<file path="src/rtl/arilla_bus_if.sv">
// arilla_bus_if: single-outstanding peripheral bus (initiator drives addr/wdata/mask/rd/wr, target returns hit/rdata)
interface arilla_bus_if;
  logic [31:0] addr;
  logic [31:0] wdata;
  logic [31:0] rdata;
  logic [3:0] mask;
  logic rd;
  logic wr;
  logic hit;
  modport master (output addr, wdata, mask, rd, wr, input hit, rdata);
  modport slave (input addr, wdata, mask, rd, wr, output hit, rdata);
endinterface

</file>
<file path="src/rtl/sba_initiator.sv">
// sba_initiator: command-driven bus initiator issuing single or auto-incrementing bursts of byte/half/word beats
module sba_initiator (
  input  logic clk,
  input  logic rst_n,
  arilla_bus_if.master bus,
  input  logic cmd_valid,
  output logic cmd_ready,
  input  logic cmd_write,
  input  logic [31:0] cmd_addr,
  input  logic [31:0] cmd_wdata,
  input  logic [1:0] cmd_size,
  input  logic [7:0] cmd_count,
  input  logic cmd_autoinc,
  output logic rsp_valid,
  output logic [31:0] rsp_rdata,
  output logic [1:0] rsp_error,
  output logic busy
);
  localparam logic [2:0] IDLE = 3'd0;
  localparam logic [2:0] CHECK = 3'd1;
  localparam logic [2:0] ISSUE = 3'd2;
  localparam logic [2:0] RDATA = 3'd3;
  localparam logic [2:0] RESP = 3'd4;
  logic [2:0] state;
  logic wr_q;
  logic [31:0] addr_q;
  logic [31:0] wdata_q;
  logic [1:0] size_q;
  logic [7:0] cnt_q;
  logic autoinc_q;
  logic [1:0] off;
  logic issue;
  logic misaligned;
  logic [3:0] mask_c;
  logic [31:0] shifted;
  logic [31:0] rd_ext;
  assign off = addr_q[1:0];
  assign issue = state == ISSUE;
  assign misaligned = size_q == 2'd3 || (size_q == 2'd1 && addr_q[0]) || (size_q == 2'd2 && off != 2'd0);
  assign mask_c = size_q == 2'd0 ? 4'b0001 << off : size_q == 2'd1 ? 4'b0011 << off : 4'b1111;
  assign shifted = bus.rdata >> {off, 3'b000};
  assign rd_ext = size_q == 2'd0 ? {24'b0, shifted[7:0]} : size_q == 2'd1 ? {16'b0, shifted[15:0]} : shifted;
  // Bus outputs are decoded from state so they are zero outside ISSUE and drop the instant reset asserts
  assign bus.rd = issue && !wr_q;
  assign bus.wr = issue && wr_q;
  assign bus.addr = issue ? addr_q : 32'b0;
  assign bus.mask = issue ? mask_c : 4'b0;
  assign bus.wdata = issue ? wdata_q << {off, 3'b000} : 32'b0;
  assign cmd_ready = state == IDLE;
  assign busy = state != IDLE;
  assign rsp_valid = state == RESP;
  always_ff @(posedge clk or negedge rst_n) begin
    if (!rst_n) begin
      state <= IDLE;
      wr_q <= 1'b0;
      addr_q <= 32'b0;
      wdata_q <= 32'b0;
      size_q <= 2'b0;
      cnt_q <= 8'b0;
      autoinc_q <= 1'b0;
      rsp_rdata <= 32'b0;
      rsp_error <= 2'b0;
    end else begin
      case (state)
        IDLE: if (cmd_valid) begin
          wr_q <= cmd_write;
          addr_q <= cmd_addr;
          wdata_q <= cmd_wdata;
          size_q <= cmd_size;
          cnt_q <= cmd_count;
          autoinc_q <= cmd_autoinc;
          state <= CHECK;
        end
        CHECK: begin
          if (misaligned) begin
            rsp_error <= 2'd1;
            rsp_rdata <= 32'b0;
          end
          state <= misaligned ? RESP : ISSUE;
        end
        ISSUE: begin
          if (!bus.hit || wr_q) begin
            rsp_error <= bus.hit ? 2'd0 : 2'd2;
            rsp_rdata <= 32'b0;
          end
          state <= (!bus.hit || wr_q) ? RESP : RDATA;
        end
        RDATA: begin
          rsp_rdata <= rd_ext;
          rsp_error <= 2'd0;
          state <= RESP;
        end
        RESP: begin
          // Any error aborts the rest of the burst; the address wraps naturally at 2^32
          if (rsp_error != 2'd0 || cnt_q == 8'd0) state <= IDLE;
          else begin
            cnt_q <= cnt_q - 8'd1;
            addr_q <= autoinc_q ? addr_q + (32'd1 << size_q) : addr_q;
            state <= CHECK;
          end
        end
        default: state <= IDLE;
      endcase
    end
  end
endmodule
</file>
<file path="src/flat_wrapper.sv">
// flat-port wrapper written by rule: the top's interface ports become plain ports
module sba_initiator_flat 
  (clk, rst_n, cmd_valid, cmd_ready, cmd_write, cmd_addr, cmd_wdata, cmd_size, cmd_count, cmd_autoinc, rsp_valid, rsp_rdata, rsp_error, busy, bus_addr, bus_wdata, bus_mask, bus_rd, bus_wr, bus_hit, bus_rdata);
  arilla_bus_if bus_i ();
  input  logic clk;
  input  logic rst_n;
  input  logic cmd_valid;
  output logic cmd_ready;
  input  logic cmd_write;
  input  logic [31:0] cmd_addr;
  input  logic [31:0] cmd_wdata;
  input  logic [1:0] cmd_size;
  input  logic [7:0] cmd_count;
  input  logic cmd_autoinc;
  output logic rsp_valid;
  output logic [31:0] rsp_rdata;
  output logic [1:0] rsp_error;
  output logic busy;
  output wire logic [$bits(bus_i.addr)-1:0] bus_addr;
  output wire logic [$bits(bus_i.wdata)-1:0] bus_wdata;
  output wire logic [$bits(bus_i.mask)-1:0] bus_mask;
  output wire logic [$bits(bus_i.rd)-1:0] bus_rd;
  output wire logic [$bits(bus_i.wr)-1:0] bus_wr;
  input wire logic [$bits(bus_i.hit)-1:0] bus_hit;
  input wire logic [$bits(bus_i.rdata)-1:0] bus_rdata;
  assign bus_addr = bus_i.addr;
  assign bus_wdata = bus_i.wdata;
  assign bus_mask = bus_i.mask;
  assign bus_rd = bus_i.rd;
  assign bus_wr = bus_i.wr;
  assign bus_i.hit = bus_hit;
  assign bus_i.rdata = bus_rdata;
  sba_initiator u_core (.clk(clk), .rst_n(rst_n), .bus(bus_i), .cmd_valid(cmd_valid), .cmd_ready(cmd_ready), .cmd_write(cmd_write), .cmd_addr(cmd_addr), .cmd_wdata(cmd_wdata), .cmd_size(cmd_size), .cmd_count(cmd_count), .cmd_autoinc(cmd_autoinc), .rsp_valid(rsp_valid), .rsp_rdata(rsp_rdata), .rsp_error(rsp_error), .busy(busy));
endmodule
</file>
<file path="config.mk">
export PLATFORM = sky130hd
export DESIGN_NAME = sba_initiator_flat
export DESIGN_NICKNAME = d
export VERILOG_FILES = /design/src/rtl/arilla_bus_if.sv /design/src/rtl/sba_initiator.sv /design/src/flat_wrapper.sv
export SDC_FILE = /design/constraint.sdc
export NUM_CORES = 1
export LEC_CHECK = 0
export CELL_PAD_IN_SITES_DETAIL_PLACEMENT = 1
export CELL_PAD_IN_SITES_GLOBAL_PLACEMENT = 1
export CORE_MARGIN = 10
export CORE_UTILIZATION = 37
export DETAILED_ROUTE_END_ITERATION = 8
export PLACE_DENSITY_LB_ADDON = 0.15
export SYNTH_ARGS = -nofsm -noshare
export SYNTH_HDL_FRONTEND = slang
export SYNTH_SLANG_ARGS = --single-unit
export TNS_END_PERCENT = 10
</file>
<file path="constraint.sdc">
create_clock -name clk -period 5.9 [get_ports clk]
set_input_delay 1.77 -clock clk [delete_from_list [all_inputs] [get_ports clk]]
set_output_delay 1.77 -clock clk [all_outputs]
set_load 0.05 [all_outputs]
</file>
# [Word-level counts from Yosys, hierarchy flattened]
# Index checks and enable logic that the tools add are counted.
[word_totals] reg_bits=113 inputBits=112
[classes] addsub=2 eq_ne=12 n_shift=5 mux=26 n_reduce_logical=22
[ops] operator="two-way mux 32 bit" count=9
[ops] operator="case mux 32 bit (3 select lines)" count=1
[ops] operator="case mux 32 bit (2 select lines)" count=1
[ops] operator="adder 32 bit" count=1
[ops] operator="left shift 1 x 2 -> 32 bit, first input constant" count=1
[ops] operator="left shift 32 x 5 -> 32 bit" count=1
[ops] operator=">> shifter 32 x 5 -> 32 bit" count=1
[ops] operator="two-way mux 8 bit" count=2
[ops] operator="case mux 8 bit (2 select lines)" count=1
[ops] operator="case mux 3 bit (5 select lines)" count=1
[ops] operator="two-way mux 4 bit" count=3
[ops] operator="two-way mux 3 bit" count=3
[ops] operator="zero test 8 bit" count=1
[ops] operator="subtractor 8 x 1 -> 8 bit, second input constant" count=1
[ops] operator="== test 3 x 2 -> 1 bit, second input constant" count=2
[ops] operator="two-way mux 2 bit" count=3
[ops] operator="inequality test 2 bit, second input constant" count=3
[ops] operator="case mux 2 bit (3 select lines)" count=1
[ops] operator="AND reduction 3 bit" count=2
[ops] operator="nonzero test 2 bit" count=3
[ops] operator="nonzero test 3 bit" count=2
[ops] operator="== test 2 bit, second input constant" count=2
[ops] operator="logical AND 1 bit" count=4
[ops] operator="logical OR 1 bit" count=4
[ops] operator="12 further kinds" count=14

# [Depth between registers and ports, before layout]
# Gate-level depths: netlist (run 1).
[logic_depth] word_depth=6 ltp_mapped=11

# [Least setup slack after synthesis (run 1)]
# OpenSTA, ideal clock, no wires.
[synth_timing] path_type="register to output" from="reg u_core.addr_q[1]" to="out bus_wdata[24]" arrival_time_ns=2.597 setup_slack_ns=1.533 path_stages_with_launch=6 n_path_buf=3 path_cell_list="dfrtp_1 -> clkbuf_1 -> buf_2 -> clkbuf_1 -> a211oi_1 -> a211oi_1"
[synth_via] elab_chain_cells=2
[synth_lines] item="from (decl)" line="sba_initiator.sv:26" source="logic [31:0] addr_q;"
[synth_lines] item="from (signal assigned)" line="sba_initiator.sv:67" source="addr_q <= cmd_addr;"
[synth_lines] item="from (signal assigned)" line="sba_initiator.sv:98" source="addr_q <= autoinc_q ? addr_q + (32'd1 << size_q) : addr_q;"
[synth_lines] item="left shift 32 x 5 -> 32 bit" line="sba_initiator.sv:48" source="assign bus.wdata = issue ? wdata_q << {off, 3'b000} : 32'b0;"
[synth_lines] item="two-way mux 32 bit" line="sba_initiator.sv:48"
[synth_lines] item="to (decl)" line="flat_wrapper.sv:20" source="output wire logic [$bits(bus_i.wdata)-1:0] bus_wdata;"
# Every way passes these cells.

# [Final worst setup path (run 1)]
[layout_timing] from="reg u_core.state[2]" to="out bus_wdata[2]"
[layout_via] elab_chain_cells=2
[layout_lines] item="from (decl)" line="sba_initiator.sv:24" source="logic [2:0] state;"
[layout_lines] item="from (signal assigned)" line="sba_initiator.sv:79" source="state <= misaligned ? RESP : ISSUE;"
[layout_lines] item="from (signal assigned)" line="sba_initiator.sv:86" source="state <= (!bus.hit || wr_q) ? RESP : RDATA;"
[layout_lines] item="== test 3 x 2 -> 1 bit" line="sba_initiator.sv:38" source="assign issue = state == ISSUE;"
[layout_lines] item="two-way mux 32 bit" line="sba_initiator.sv:48"
# Every way passes these cells.

==> metrics.md, run 1 <==
| Metric | Value |
|---|---|
| Final wirelength | `26000 um` |
| DRC Markers | `0` |
| Leak | `0.00428 uW` |
| Main area contributors after synthesis | `dfrtp_1 (41%), nand2_1 (8.3%), mux2i_1 (6.0%), nor2_1 (4.3%), and3_1 (3.2%)` |
| Cell Pwr Density | `555 nW/um^2` |
| Avg WL per Cell | `21.1 um` |
| Final setup TNS | `0 ns` |
| Root buffer cell | `clkbuf_16` |
| H-Tree Depth | `4` |
| Outcome | `finished, final reports clean` |
| Slew Limit Headroom | `37.3%` |
| Post-synthesis mux area share | `6.00%` |
| Area delta synth->final | `42.4%` |
| I/O pins | `219` |
| Detail Route Antenna Nets | `0` |
| Worst min path class | `register to register` |
| Worst Setup End Kind | `primary output` |
| Simple-gate area share of the yosys netlist | `25.3%` |
| Crit path buf inv count | `1` |
| Critical path arrival | `3.37 ns` |
| Maximum clock rate | `0.195 GHz` |
| Largest stage delay, worst path | `0.81 ns` |
| Slowest CP cell | `clkdlybuf4s50_1` |
| Final cell count without fillers | `1229` |
| Post-synth EDFFs | `0` |
| Count of final max-slew check failures | `0` |
| Finished Core Util | `53.9%` |
| Vert. Die Dim | `156 um` |
| Worst endpoint required time | `4.13 ns` |
| Ys async rst share | `100%` |
| CTS tree | `yes` |
| Post-Synth XOR/XNOR Area | `0.384%` |
| Initial antenna violation count | `0` |
| Cell count after synthesis | `799` |
| Setup bufs post-CTS | `0` |
| Adder-cell area share of the yosys netlist | `1.65%` |
| Share of layout cells above drive strength 1 | `6.41%` |
| Die Area | `24300 sq um` |
| Vias | `6774` |
| Core area | `18100 sq um` |
| Share of Yosys cell area claimed by the top area cell type | `41.3%` |
| Tightest Pin Transition | `0.939 ns` |
| Final Wtd Congestion | `0.823` |
| Largest family of logic cells by synthesized area | `simple AND/OR/NAND/NOR gates` |
| TritonCTS sink count | `113` |
| Peak VDD IR | `0.302 mV` |
| Minimum clock period | `5.14 ns` |
| Max-Cap Viols | `0` |
| Yosys warnings | `0` |
| Compound-Gate Fraction of Synth Area | `20.4%` |
| Final setup vio count | `0` |
| FF+latch count, synth | `113` |
| Hold_buf cts | `0` |
| Mean area per synthesized cell | `8.57 sq um` |
| Overflow after GRT | `0` |
| Clk_skew | `0.0122 ns` |
| Critical path class | `register to primary output` |
| Num CTS Buffers | `17` |
| Gr usage total | `21.2%` |
| PortBufs | `218` |
| # placed instances | `1197` |
| Distinct cell type count after synthesis | `68` |
| Num rows | `49` |
| RSZ-0062 raised after global routing | `no` |
| Number of global-route vias before repair | `7373` |
| Final Net Count | `1108` |
| Filler cell count | `2107` |
| Yosys top cell by area | `dfrtp_1` |
| DR iter-0 viols | `403` |
| PostCTS Resize Cnt | `0` |
| Share of the cycle needed by the critical path after routing | `87.1%` |
| Top delay family on crit path | `simple AND/OR/NAND/NOR gates` |
| Ys flop type | `dfrtp_1` |
| DP HPWL | `18300 um` |
| Die width | `156 um` |
| Clk buf depth | `2` |
| Sequential element share of the synthesized area | `41.3%` |
| Starting Density | `37.8%` |
| Clock slew at reported path FFs | `0.05 ns` |
| Crit-path cells | `nor2_2 -> nand3_1 -> nor2_1 -> and2_1 -> clkdlybuf4s50_1` |
| Clock insertion delay at the later pin of the skew report | `0.42 ns` |
| Crit Path Max Fanout | `11` |
| Startpoint Class | `register` |
| Synthesized Nets | `920` |
| Synthesized cell area | `6850 sq um` |
| Final Hold Fails | `0` |
| First-pass GRT wire length | `41500 um` |
| Vias per std cell | `5.51` |
| Pin count of the biggest net entering global routing | `59` |
| DR pass1 iterations | `4` |
| Tot Pwr | `5410 uW` |
[worst reg2reg max path, cell delays in order (launching register included)]
cell and delay (ns):
dfrtp_1 0.61, buf_4 0.32, nor2_1 0.13, nand2_1 0.07, buf_4 0.29, inv_2 0.12, buf_4 0.50, o2111ai_2 0.40
nand2_1 0.80, o21ai_0 0.27, a21bo_2 0.27
[power by group]
part | total [uW] | internal (uW) | switching [uW] | leakage, uW
combinational | 2810 | 993 | 1820 | 0.00257
sequential | 1480 | 1090 | 384 | 0.00141
clock | 1120 | 744 | 374 | 0.000296
total | 5410 | 2830 | 2580 | 0.00428
[synth_stat cells (2+ instances only)]
cell	n
or2_2	2
buf_1	6
ha_1	9
a311oi_1	6
a211oi_1	23
o22ai_1	10
and4_1	4
o22a_1	9
nand4_1	8
nor2_1	78
xnor2_1	2
buf_2	10
or4_1	2
nor3b_1	2
a31oi_1	8
nor4_1	2
a32o_1	9
nor3_1	8
o2bb2ai_1	9
nand2_1	152
o31ai_1	2
dfrtp_1	113
or4b_1	2
and3_1	35
a32oi_1	2
mux2i_1	41
clkbuf_1	39
and2_1	13
or3_1	9
a22o_1	18
inv_1	10
nand3_1	18
a41oi_1	2
nor2b_1	16
o21ai_0	29
and3b_1	2
o211ai_1	7
a21oi_1	43
a22oi_1	2
buf_6	6
a2bb2oi_1	4
[logic make-up after synthesis]
kind of cell    count (synthesis)
compound gates                196
xor+xnor                        3
fa+ha+maj                       9
buf+inv                        74
flops                         113
mux                            41
simple gates                  363
[per-layer routing]
metal	track usage (%)	part of all wire (%)
met5	0	0
met4	4.54	0.72
met3	8.88	8.3
met2	34.5	48
met1	25.5	43
[flip-flops by register name, indices dropped and copies added (netlist names)]
signal            flops
u_core.addr_q        32
u_core.rsp_rdata     32
u_core.wdata_q       32
u_core.cnt_q          8
u_core.state          3
u_core.rsp_error      2
u_core.size_q         2
u_core.autoinc_q      1
u_core.wr_q           1
[through the flow]
stage          instance area [sq um]  worst slack, ns  hold slack (ns)
2_1_floorplan                   6850             1.53            0.438
3_3_place_gp                    9120             1.40            0.450
3_5_place_dp                    9120             1.22            0.463
4_1_cts                         9750            0.754            0.479
5_1_grt                         9750            0.537            0.496
6_report                        9750            0.764            0.473
[layout make-up]
type / instances / area [sq um] / share of cell area, %
multi-input combinational: 612 / 3680 / 37.8
antenna: 1 / 2.50 / 0.0257
clock buffer: 20 / 437 / 4.48
timing repair buffer: 231 / 2280 / 23.4
tap: 229 / 287 / 2.94
sequential: 113 / 2830 / 29.0
clock inverter: 11 / 188 / 1.93
inverter: 12 / 45.0 / 0.462
[path summary, 6_finish.rpt]
kind | startpoint | to | slack, ns | depth (start not counted)
min in group asynchronous | rst_n | u_core.addr_q[13] | 1.42 | 1
max | u_core.state[2] | bus_wdata[2] | 0.76 | 5
max in group asynchronous | rst_n | u_core.addr_q[20] | 3.53 | 2
max reg2reg | u_core.state[1] | u_core.addr_q[24] | 2.01 | 10
min reg2reg | u_core.wdata_q[28] | u_core.wdata_q[28] | 0.47 | 2
min | u_core.wdata_q[28] | u_core.wdata_q[28] | 0.47 | 2
[cell usage in the layout (no fill, tap or decap), drive strengths merged, types with 5 or more instances in the layout]
master         Yosys  final
and2              15     15
o22ai             10     10
clkdlybuf4s50      0    217
nand4              9      9
nor2              79     79
ha                 9      9
nor2b             16     16
nand3             18     18
o21ai             31     31
mux2i             41     41
inv               11     11
nand2            152    152
bufinv             0      5
clkbuf            39     20
a211oi            24     24
o211ai             7      7
buf               23     14
o22a              10     10
a32o               9      9
a21oi             43     43
a22o              18     18
o2bb2ai            9      9
a31oi              8      8
and3              36     36
or3                9      9
nor3               8      8
a311oi             6      6
dfrtp            113    113
and4               6      6
Power figures use the tool's default switching activity.
==> run 2, diff against run 1 <==
--- a/config.mk
+++ b/config.mk
@@ -8,7 +8,8 @@
 export CELL_PAD_IN_SITES_DETAIL_PLACEMENT = 1
 export CELL_PAD_IN_SITES_GLOBAL_PLACEMENT = 1
 export CORE_MARGIN = 10
-export CORE_UTILIZATION = 37
+export CORE_UTILIZATION = 34
+export CTS_CLUSTER_SIZE = 40
 export DETAILED_ROUTE_END_ITERATION = 8
 export PLACE_DENSITY_LB_ADDON = 0.15
 export SYNTH_ARGS = -nofsm -noshare
==> constraint.sdc (replaced) <==
create_clock -name clk -period 5.6 [get_ports clk]
set_input_delay 1.68 -clock clk [delete_from_list [all_inputs] [get_ports clk]]
set_output_delay 1.68 -clock clk [all_outputs]
set_load 0.05 [all_outputs]
==> metrics.md, run 2 (synthesis gave the netlist of run 1 again) <==
| Metric | Value |
|---|---|
| Worst hold path startpoint | `u_core.wdata_q[27] (was u_core.wdata_q[28])` |
| Outcome | `finished, final reports clean (unchanged)` |
| Worst min path class | `register to register (unchanged)` |
| Die Area | `26200 sq um (was 24300 sq um)` |
| Vert. Die Dim | `162 um (was 156 um)` |
| Leak | `0.00427 uW (was 0.00428 uW)` |
| Worst Setup End Kind | `primary output (unchanged)` |
| Critical path class | `register to primary output (unchanged)` |
| Filler cell count | `2323 (was 2107)` |
| Final Hold Fails | `0 (unchanged)` |
| Num rows | `51 (was 49)` |
| DP HPWL | `19000 um (was 18300 um)` |
| Max-Cap Viols | `0 (unchanged)` |
| H-Tree Depth | `4 (unchanged)` |
| Area delta synth->final | `42.6% (was 42.4%)` |
| Initial antenna violation count | `1 (was 0)` |
| TritonCTS sink count | `113 (unchanged)` |
| CTS tree | `yes (unchanged)` |
| Minimum clock period | `4.87 ns` |
| # placed instances | `1234 (was 1197)` |
| Final setup vio count | `0 (unchanged)` |
| Starting Density | `34.8% (was 37.8%)` |
| Most frequent CP cell | `nor2_1` |
| Pin count of the biggest net entering global routing | `59 (unchanged)` |
| RSZ-0062 raised after global routing | `no (unchanged)` |
| Root buffer cell | `clkbuf_16 (unchanged)` |
| Final cell count without fillers | `1266 (was 1229)` |
| Clk buf depth | `2 (unchanged)` |
| Hold Slack | `0.464 ns (was 0.473 ns)` |
| I/O pins | `219 (unchanged)` |
| Count of final max-slew check failures | `0 (unchanged)` |
| Core area | `19700 sq um (was 18100 sq um)` |
| Reg2Reg Depth | `9 (was 10)` |
| Tot Pwr | `5600 uW (was 5410 uW)` |
| Clk_skew | `0.0124 ns (was 0.0122 ns)` |
| Num CTS Buffers | `17 (unchanged)` |
| Setup bufs post-CTS | `0 (unchanged)` |
| Clock insertion delay at the later pin of the skew report | `0.42 ns (about the same)` |
| Crit Path Max Fanout | `34 (was 11)` |
| Share of the cycle needed by the critical path after routing | `87.0%` |
| Worst R2R Start | `u_core.state[1] (unchanged)` |
| Final Net Count | `1109 (was 1108)` |
| Crit-path cells | `inv_1 -> nor2_1 -> buf_4 -> a21oi_1 -> nor2_1 -> clkdlybuf4s50_1 (was nor2_2 -> nand3_1 -> nor2_1 -> and2_1 -> clkdlybuf4s50_1)` |
| Gr usage total | `19.8% (was 21.2%)` |
| Startpoint Class | `register (unchanged)` |
| Vias | `6791 (was 6774)` |
| PostCTS Resize Cnt | `0 (unchanged)` |
| Cell Pwr Density | `574 nW/um^2 (was 555 nW/um^2)` |
| Final wirelength | `26200 um (was 26000 um)` |
| Final instance area | `9760 sq um (was 9750 sq um)` |
| Commonest cells after routing, fill and taps aside | `clkdlybuf4s50_1 (216), nand2_1 (152), dfrtp_1 (111) (was clkdlybuf4s50_1 (217), nand2_1 (152), dfrtp_1 (111))` |
| Antenna Cells | `0 (was 1)` |
| Commonest non-fill, non-tap cell in the layout | `clkdlybuf4s50_1 (unchanged)` |
| Slowest CP cell | `clkdlybuf4s50_1 (unchanged)` |
| Largest stage delay, worst path | `0.84 ns (was 0.81 ns)` |
| Final setup TNS | `0 ns (unchanged)` |
| PortBufs | `218 (unchanged)` |
| Crit path buf inv count | `3 (was 1)` |
| Largest regs | `u_core.addr_q: 32 flops, u_core.rsp_rdata: 32 flops, u_core.wdata_q: 32 flops (unchanged)` |
| CP Depth | `6 (was 5)` |
| Avg WL per Cell | `20.7 um (was 21.1 um)` |
| DRC Markers | `0 (unchanged)` |
| First-pass GRT wire length | `42200 um (was 41500 um)` |
| Slew Limit Headroom | `30.1% (was 37.3%)` |
| Post-DP Area | `9170 sq um (was 9120 sq um)` |
| Worst endpoint required time | `3.92 ns (was 4.13 ns)` |
| Detail Route Antenna Nets | `0 (unchanged)` |
| Die width | `162 um (was 156 um)` |
| Overflow after GRT | `0 (unchanged)` |
| DR pass1 iterations | `4 (unchanged)` |
| Clock slew at reported path FFs | `0.06 ns (was 0.05 ns)` |
| Peak VDD IR | `0.236 mV (was 0.302 mV)` |
| Top delay family on crit path | `buffers and inverters (was simple AND/OR/NAND/NOR gates)` |
| Tightest Pin Transition | `1.05 ns (was 0.939 ns)` |
| Final Wtd Congestion | `0.805 (was 0.823)` |
| DR iter-0 viols | `305 (was 403)` |
| CP startpoint | `u_core.addr_q[0] (was u_core.state[2])` |
| Number of global-route vias before repair | `7276 (was 7373)` |
| Vias per std cell | `5.36 (was 5.51)` |
| Hold_buf cts | `0 (unchanged)` |
| Critical path arrival | `3.19 ns (was 3.37 ns)` |
| Share of layout cells above drive strength 1 | `6.79% (was 6.41%)` |
| Maximum clock rate | `0.205 GHz` |
| WHS Path Cells | `2 (unchanged)` |
==> run 2: changes by cell type in the layout (fill, tap and decap cells not counted), sizes merged <==
cell           before  now
clkdlybuf4s50     217  216
clkinvlp            3    4
clkinv              4    7
buf                14   16
bufinv              5    2
diode               1    0
==> run 2: where the power goes <==
| group | internal [uW] | leakage, uW | switching (uW) |
|---|---|---|---|
| registers | 1150 | 0.00141 | 388 |
| clock network | 679 | 0.000278 | 410 |
| logic | 1050 | 0.00258 | 1930 |
==> run 2: final cells by class <==
| class | instances | area (sq um) | area share [%] |
|---|---|---|---|
| Timing Repair Buffer | 232 | 2280 | 23.4 |
| Multi-Input combinational cell | 612 | 3680 | 37.7 |
| Clock buffer | 20 | 457 | 4.68 |
| Tap cell | 265 | 332 | 3.40 |
| Clock inverter | 12 | 135 | 1.38 |
| Inverter | 12 | 45.0 | 0.461 |
| Sequential cell | 113 | 2830 | 29.0 |
==> run 2: final timing paths <==
| check | end | slack (ns) |
|---|---|---|
| setup / recovery | bus_wdata[16] | 0.73 |
| hold / removal | u_core.wdata_q[27] | 0.46 |
| setup reg to reg | u_core.addr_q[15] | 2.27 |
| hold reg to reg | u_core.wdata_q[27] | 0.46 |
| max in group asynchronous | u_core.addr_q[19] | 3.12 |
| min in group asynchronous | u_core.addr_q[10] | 1.29 |
==> run 2: stage by stage <==
stage / setup slack [ns] / util, %
after floorplan: 1.32 / -
final: 0.730 / 49.7
after global placement: 1.19 / 46.7
after detailed placement: 1.13 / 46.7
after global routing: 0.467 / 49.7
after CTS: 0.653 / 49.7
==> run 2: layer usage <==
metal	vias to the layer above	part of all wire [%]	GRT usage, %
met5	-	0	0
met4	0	1.1	5.38
met1	3352	44	24.6
met3	16	7.2	6.52
li1	3252	-	-
met2	171	48	32.2
==> run 2: worst min-delay path, delay by kind of cell (launching register included) <==
kind	cells	cell delay [ns]
simple gates	2	0.10
flops	1	0.33
==> variant: new RTL, flow settings as in run 1 <==
Register the output `rsp_error` once more, cleared by the reset; this adds one clock of latency there. The other outputs are not delayed to match.
--- a/src/rtl/sba_initiator.sv
+++ b/src/rtl/sba_initiator.sv
@@ -21,6 +21,8 @@
   localparam logic [2:0] ISSUE = 3'd2;
   localparam logic [2:0] RDATA = 3'd3;
   localparam logic [2:0] RESP = 3'd4;
+
+  logic [1:0] rsp_error_s0;
   logic [2:0] state;
   logic wr_q;
   logic [31:0] addr_q;
@@ -59,7 +61,7 @@
       cnt_q <= 8'b0;
       autoinc_q <= 1'b0;
       rsp_rdata <= 32'b0;
-      rsp_error <= 2'b0;
+      rsp_error_s0 <= 2'b0;
     end else begin
       case (state)
         IDLE: if (cmd_valid) begin
@@ -73,26 +75,26 @@
         end
         CHECK: begin
           if (misaligned) begin
-            rsp_error <= 2'd1;
+            rsp_error_s0 <= 2'd1;
             rsp_rdata <= 32'b0;
           end
           state <= misaligned ? RESP : ISSUE;
         end
         ISSUE: begin
           if (!bus.hit || wr_q) begin
-            rsp_error <= bus.hit ? 2'd0 : 2'd2;
+            rsp_error_s0 <= bus.hit ? 2'd0 : 2'd2;
             rsp_rdata <= 32'b0;
           end
           state <= (!bus.hit || wr_q) ? RESP : RDATA;
         end
         RDATA: begin
           rsp_rdata <= rd_ext;
-          rsp_error <= 2'd0;
+          rsp_error_s0 <= 2'd0;
           state <= RESP;
         end
         RESP: begin
           // Any error aborts the rest of the burst; the address wraps naturally at 2^32
-          if (rsp_error != 2'd0 || cnt_q == 8'd0) state <= IDLE;
+          if (rsp_error_s0 != 2'd0 || cnt_q == 8'd0) state <= IDLE;
           else begin
             cnt_q <= cnt_q - 8'd1;
             addr_q <= autoinc_q ? addr_q + (32'd1 << size_q) : addr_q;
@@ -103,4 +105,12 @@
       endcase
     end
   end
+  always_ff @(posedge clk or negedge rst_n) begin
+    if (!rst_n) begin
+      rsp_error <= '0;
+    end else begin
+      rsp_error <= rsp_error_s0;
+    end
+  end
+
 endmodule
Function: changed (Yosys sat finds a counterexample within 4 cycles, from zero or initial values and one cycle with rst_n low).
==> variant against run 1 <==
Synthesized cell count up 1.1%; critical path depth is 2 lower; area after synthesis fell by 0.37%; routed wire length about the same; worst setup slack better by 190 ps; power down 3.6%; cell area decreased by 1.2%; highest routed layer unchanged; critical path type unchanged; sequential cell count rose by 2; clock skew is 2.9 ps lower.
==> variant: results (changes against run 1) <==
metric,value,unit,change
cts_resized,0,,unchanged
dr.pass1.iters,5,,+1
cts_root_buf,clkbuf_16,,
clk_pin_slew,60,ps,
power.switching,0.00253,W,-1.9%
period_share,83.9,%,-3.2 points
reg_top3,"u_core.addr_q (32), u_core.rsp_rdata (32), u_core.wdata_q (32)",,
place.gp.congestion,0.861,,+4.7%
n_antenna_cell,0,,-1
cp.arrival,3180,ps,-190 ps
drive_gt1_share,8.04,%,+1.6 points
pre_cts_ws,1340,ps,+112 ps
finalClockSkew,9.24,ps,-2.93 ps
path_max_fanout,37,,+26
status,finished clean,,
core_area,18000,µm²,-0.34%
min_from,u_core.rsp_error_s0[1],,
yosys_warnings,0,,unchanged
cts-hold-fix-buffers,0,,unchanged
grt_util_all_layers,21.2,%,about the same
antenna_found_initial,0,,unchanged
yosysSeqAreaShare,42.2,%,+0.89 points
layout.nets,1117,,+0.81%
grt_max_degree,69,,+17%
hpwl,18.8,mm,+2.6%
cts_buffers,17,,unchanged
slew_headroom,21.6,%,-16 points
timing.rr.start,u_core.state[1],,
portBuffers,218,,unchanged
vias,6829,,+0.81%
synth.top_cells.by_count,"156 x nand2_1, 115 x dfrtp_1, 86 x nor2_1, 41 x clkbuf_1, 40 x mux2i_1",,
postCtsSetupRepairBufs,0,,unchanged
async_reset_ff_share,100,%,unchanged
worstSetupPathType,reg2out,,
synth_nets,929,,+0.98%
cts_buffer_depth,2,,unchanged
grt_pass1_vias,7232,,-1.9%
hold_path_class,reg2reg,,
grt_pass1_wl,41.3,mm,-0.57%
synth_cells,808,,+1.1%
yosys.cell_types.count,57,,-16%
report.final.setup_viol,0,,unchanged
insertion_delay,420,ps,about the same
synth.area.top_cells,"dfrtp_1 42%, nand2_1 8.6%, mux2i_1 5.9%, nor2_1 4.7%, a211oi_1 2.9%",,
ir_drop,0.333,mV,+10%
r2r_setup_slack,2330,ps,+320 ps
wl_per_cell,21.0,µm,-0.58%
cts_max_level,4,,unchanged
power_leakage,4.27,nW,-0.14%
drtIter0Drc,305,,-24%
variant: metrics by stage:
step	instances	instance area (µm²)	total power [W]	hold WS (ps)
final	1237	9630	0.00521	421
after global routing	1237	9630	0.00559	443
after global placement	1206	9060	0.00416	409
after CTS	1237	9630	0.00525	422
after detailed placement	1206	9060	0.00421	400
after floorplan	808	6820	0.00331	375
variant: cell type report:
class	count	area, µm²
inverters	13	48.8
multi-input cells	618	3640
repair buffers	231	2210
clock buffers	21	460
clock inverters	10	109
well taps	229	287
fillers	2093	8390
flip-flops and latches	115	2880
variant: logic make-up after synthesis:
kind of cell    after synthesis  synth area share (%)
fa+ha+maj                     9                  1.65
compound gates              183                  19.1
mux                          41                  6.04
buf+inv                      75                  4.57
xor+xnor                      2                 0.257
flops                       115                  42.2
simple gates                383                  26.2
variant: worst paths after layout:
path,cells after the start,to
max,3,bus_wdata[15]
min reg2reg,0,u_core.rsp_error[1]
min in group asynchronous,1,u_core.addr_q[11]
min,0,u_core.rsp_error[1]
max reg2reg,8,u_core.addr_q[4]
max in group asynchronous,2,u_core.addr_q[19]
variant: per-layer routing:
metal | up-vias | GRT usage (%) | wire (µm)
li1 | 3271 | - | -
met2 | 147 | 34.4 | 12600
met4 | 0 | 5.04 | 346
met3 | 22 | 6.12 | 1400
met5 | - | 0 | 0
met1 | 3389 | 27.1 | 11600
variant: critical path, cell delays in order, from the launching register on:
cell and delay, ps:
dfrtp_1 970, nand3_1 680, nor2_1 280, clkdlybuf4s50_1 830
variant: power by group through the flow:
stage                     Sequential, W  Clock [W]  Combinational [W]
after floorplan                 0.00150          0            0.00181
after global placement          0.00151          0            0.00264
after detailed placement        0.00152          0            0.00269
after CTS                       0.00151    0.00103            0.00271
after global routing            0.00158    0.00106            0.00295
final                           0.00152    0.00101            0.00268
